<file path="src/rtl/mste_cpu_clkgen.sv">
// Mega STE CPU clock-enable generator: 8/16 MHz 68000 phase enables.
// Optional sync-wait statistics counter: define MSTE_SYNC_STATS_EN.
module mste_cpu_clkgen #(
    parameter int STAT_W = 16
) (
    input  logic              clk,
    input  logic              reset_n,
    input  logic              enable_16mhz,
    input  logic              enable_cache,
    input  logic              cpu_as_n,
    input  logic              cache_hit,
    output logic              cpu_en_p,
    output logic              cpu_en_n,
    output logic              cpu_fast,
    output logic              sync_wait,
    output logic [STAT_W-1:0] sync_cycles
);

    typedef enum logic [1:0] {
        SLOW,
        FAST,
        SYNC,
        BUS
    } state_e;

    state_e     state_q, state_d;
    logic [1:0] cnt_q, cnt_d;
    logic       req_fast_q;
    logic       en_p_q, en_p_d;
    logic       en_n_q, en_n_d;
    logic       fast_q, fast_d;
    logic       wait_q, wait_d;
    logic       slot;
    logic       miss;

    assign cnt_d = cnt_q + 2'd1;
    assign slot  = (cnt_q == 2'd3);
    assign miss  = ~cpu_as_n & ~(enable_cache & cache_hit);

    // A miss sampled at cnt 2 lands on the slot boundary: skip SYNC entirely.
    always_comb begin
        state_d = state_q;
        unique case (state_q)
            SLOW: begin
                if (slot & req_fast_q & cpu_as_n)
                    state_d = FAST;
            end
            FAST: begin
                if (~cnt_q[0] & miss)
                    state_d = (cnt_q == 2'd2) ? BUS : SYNC;
                else if (slot & ~req_fast_q & cpu_as_n)
                    state_d = SLOW;
            end
            SYNC: begin
                if (cnt_q == 2'd2)
                    state_d = BUS;
            end
            BUS: begin
                if (slot & cpu_as_n)
                    state_d = req_fast_q ? FAST : SLOW;
            end
            default: state_d = SLOW;
        endcase
    end

    // Outputs are decoded from the next state so they register with it.
    always_comb begin
        en_p_d = 1'b0;
        en_n_d = 1'b0;
        fast_d = 1'b0;
        wait_d = 1'b0;
        unique case (state_d)
            FAST: begin
                en_p_d = cnt_d[0];
                en_n_d = ~cnt_d[0];
                fast_d = 1'b1;
            end
            SYNC: begin
                fast_d = 1'b1;
                wait_d = 1'b1;
            end
            default: begin
                en_p_d = (cnt_d == 2'd3);
                en_n_d = (cnt_d == 2'd1);
            end
        endcase
    end

    always_ff @(posedge clk or negedge reset_n) begin
        if (!reset_n) begin
            state_q    <= SLOW;
            cnt_q      <= 2'd0;
            req_fast_q <= 1'b0;
            en_p_q     <= 1'b0;
            en_n_q     <= 1'b0;
            fast_q     <= 1'b0;
            wait_q     <= 1'b0;
        end else begin
            state_q    <= state_d;
            cnt_q      <= cnt_d;
            req_fast_q <= enable_16mhz;
            en_p_q     <= en_p_d;
            en_n_q     <= en_n_d;
            fast_q     <= fast_d;
            wait_q     <= wait_d;
        end
    end

    assign cpu_en_p  = en_p_q;
    assign cpu_en_n  = en_n_q;
    assign cpu_fast  = fast_q;
    assign sync_wait = wait_q;

`ifdef MSTE_SYNC_STATS_EN
    logic [STAT_W-1:0] stat_q;

    always_ff @(posedge clk or negedge reset_n) begin
        if (!reset_n)
            stat_q <= '0;
        else if (wait_q && (stat_q != '1))
            stat_q <= stat_q + STAT_W'(1);
    end

    assign sync_cycles = stat_q;
`else
    assign sync_cycles = '0;
`endif

endmodule

</file>
<file path="config.mk">
export PLATFORM = sky130hd
export DESIGN_NAME = mste_cpu_clkgen
export DESIGN_NICKNAME = d
export VERILOG_FILES = /design/src/rtl/mste_cpu_clkgen.sv
export SDC_FILE = /design/constraint.sdc
export NUM_CORES = 1
export LEC_CHECK = 0
export BUFFER_PORTS_ARGS = -buffer_cell sky130_fd_sc_hd__buf_2
export CAP_MARGIN = 20
export CORE_MARGIN = 1
export CORE_UTILIZATION = 39
export DETAILED_ROUTE_END_ITERATION = 16
export GPL_TIMING_DRIVEN = 1
export PLACE_DENSITY = 0.71
export SYNTH_ARGS = -nofsm -noshare
export SYNTH_HDL_FRONTEND = slang
export SYNTH_SLANG_ARGS = --single-unit
</file>
<file path="constraint.sdc">
create_clock -name clk -period 1.9 [get_ports clk]
set_clock_uncertainty 0.2 [all_clocks]
set_input_delay 0.38 -clock clk [delete_from_list [all_inputs] [get_ports clk]]
set_output_delay 0.38 -clock clk [all_outputs]
set_load 0.005 [all_outputs]
</file>
==> summary.txt <==
Routing
  • # DRC: 0
  • First-pass DRT Iterations: 4
  • Routed Antenna Nets: 0
  • Post-Route WL: 1040 um
  • Routed WL per cell: 11.5 um
  • DR vias/cell: 4.28
  • Starting DRT DRC Count: 8
  • Total vias in the final route: 385

Synth
  • Number of synthesized flops with an enable pin: 0
  • Post-synth top area share: 0.424
  • Top cells by count, synth: buf_4 (16), dfrtp_1 (9), ha_1 (5)
  • Most numerous cell in the Yosys netlist: buf_4
  • Ranking of synthesized cells by area: dfrtp_1 (42%), buf_4 (23%), ha_1 (12%)
  • Register area share after synthesis: 0.424
  • Cell taking the most area after synthesis: dfrtp_1
  • Synth warn: 0
  • Main flop type after synthesis: dfrtp_1
  • Syn avg cell area: approximately 10 um^2
  • Mapped Area: 532 um^2
  • Gate Count Post-Synth: 51
  • Distinct cells, synth: 16
  • #FFs+latches synth: 9
  • Post-synth ARST share: 1.00

Clock tree
  • CTS tree: done
  • Max clock buf depth: 2
  • Worst skew pair latency: 0.26 ns
  • CTS Root Buffer Type: clkbuf_4
  • H-tree levels: 1
  • Clock transition at the registers of the reported paths: 0.06 ns
  • CTS buffer count: 3
  • Clock sink count: 9

Cells and area
  • # fillers: 113
  • Post-route cell area: around 730 um^2
  • Synthesis-to-layout area growth: 36.9%
  • N_diodes: 0
  • FF/Latch Area: 228 um^2
  • Post-Layout Cell Count: 90
  • Layout cells sized above 1: 0.487
  • Multi-input gate area: 297 um^2
  • Final Util: 0.614
  • Nets: 88

Critical path
  • Critical Path End: cpu_en_p$_DFF_PN0_
  • Reg2Reg Depth: 7
  • R2R Path Start: cnt_q[0]$_DFF_PN0_
  • Worst Setup SP: cnt_q[0]$_DFF_PN0_
  • Critical path capture point type: flip-flop
  • Data arrival, critical path: roughly 1.9 ns
  • Setup Crit Path Kind: flip-flop to flip-flop
  • R2R Path End: cpu_en_p$_DFF_PN0_
  • Worst Path Max Fanout: 4
  • Startpoint types: flip-flop
  • Worst EP required: 1.85 ns
  • FF-to-FF setup slack: -0.02 ns

Min path
  • Worst Hold Launch: enable_16mhz
  • Worst hold path type: input pin to flip-flop
  • Hold path cells: 1

Global routing
  • Initial antenna violation count: 0
  • First-pass GRT wire length: 1570 um
  • GR Util All Layers: 0.165
  • Vias in the first global route: around 390
  • Largest net degree at the start of global routing: 10
  • Total grt overflow: 0

Power
  • Pint: about 570 uW
  • Leak Pwr: ~0.37 nW
  • Gate power share: 0.489
  • Sw Pwr: 287 uW
  • Clock Power Share: 0.171
  • Sw frac: 0.334
  • Pwr Density: 1180 mW/mm^2
  • Peak VDD IR: 0.627 mV
  • Power, Total: 860 uW
  • Sequential share of power: 0.339

STA
  • Period utilization: 1.01
  • Fin worst setup slack: -0.0151 ns
  • Setup_tns: -0.0151 ns
  • Final Setup Violations: 1
  • Min Tclk post-route: about 1.9 ns
  • Final-report max-slew violation count: 0
  • RSZ-0062 raised after global routing: yes
  • Final hold violation count: 0
  • Max Fclk: 522 MHz

Run status
  • Violated checks: setup timing
  • Outcome: finished with violations

Floorplanning
  • # rows: 12
  • Die area: 0.00152 mm^2
  • Die X: 38.9 um
  • Starting density of the core: 0.448
  • Die H: just under 40 um
  • IO Count: 26
  • Core ar.: 0.00119 mm^2

Placement
  • GPL Wtd Cong: 0.797
  • Final HPWL DP: 629 um
  • Placed instance area: approximately 590 um^2
  • DP Cell Count: 79
  • IO Port Bufs: 9

Run
  • Max cap viols: 0
per-layer routing:
| layer | GRT usage | share of wire | up-vias |
|---|---|---|---|
| met5 | 0 | 0 | - |
| met4 | 0.103 | 0.024 | 0 |
| met3 | 0.0347 | 0.056 | 4 |
| met2 | 0.313 | 0.52 | 19 |
| met1 | 0.155 | 0.40 | 178 |
| li1 | - | - | 184 |
timing repair:
| action | in CTS | in global routing |
|---|---|---|
| hold endpoints to repair | 9 | 0 |
| buffers inserted | 4 | 2 |
| gates resized for setup | 6 | 5 |
| setup endpoints to repair | 2 | 3 |
| pin swaps | 2 | 5 |
| hold buffers | 1 | 0 |
placed cells by master (no fill, tap or decap), drive strengths merged:
master,count
a21oi,1
a22o,1
a22oi,1
and3,1
buf,21
clkbuf,4
conb,16
dfrtp,9
dlygate4sd3,1
ha,5
inv,4
nand2,3
nand3,3
nand3b,1
nor2,1
nor4b,1
o21ai,2
or2,1
cell families after synthesis:
kind of cell    after synthesis  synth area share
compound gates                5            0.0588
fa+ha+maj                     5             0.118
buf+inv                      20             0.254
flops                         9             0.424
other cells                   1           0.00705
simple gates                 11             0.139
per-stage QoR:
step	worst slack (ns)	hold slack [ns]
2_1_floorplan	0.0309	-0.116
3_3_place_gp	-0.0246	0.0371
3_5_place_dp	-0.0652	0.0438
4_1_cts	0.00330	0.0151
5_1_grt	-0.0743	0.0147
6_report	-0.0151	0.0246
final cells by class:
class                   count  share of cell area
multi-input cells          37               0.407
flip-flops and latches      9               0.313
repair buffers             22               0.199
clock buffers               4              0.0361
well taps                  14              0.0241
inverters                   4              0.0206
power by group through the flow:
stage                     Sequential (mW)  Combinational (mW)  Clock (mW)
after floorplan                     0.291               0.170           0
after global routing                0.298               0.465       0.167
after CTS                           0.283               0.375       0.154
after detailed placement            0.285               0.290           0
after global placement              0.282               0.281           0
final                               0.292               0.421       0.148
how the worst min path moves through the flow:
stage                                      end
after floorplan             cnt_q[0]$_DFF_PN0_
after global placement    req_fast_q$_DFF_PN0_
after detailed placement  req_fast_q$_DFF_PN0_
after CTS                 req_fast_q$_DFF_PN0_
after global routing      req_fast_q$_DFF_PN0_
final                     req_fast_q$_DFF_PN0_
critical path: stages, from the launching register on:
cell and delay [ns]:
dfrtp_2 0.45, ha_4 0.16, nand3_2 0.07, or2_1 0.26
and3_4 0.17, ha_4 0.28, nor2_2 0.04, a22o_1 0.17
sequential cells by signal (all words and copies together) (netlist names):
register    count
cnt_q           2
cpu_en_n        1
cpu_en_p        1
cpu_fast        1
req_fast_q      1
state_q         2
sync_wait       1
No activity file was read; power rests on OpenSTA's default activity.
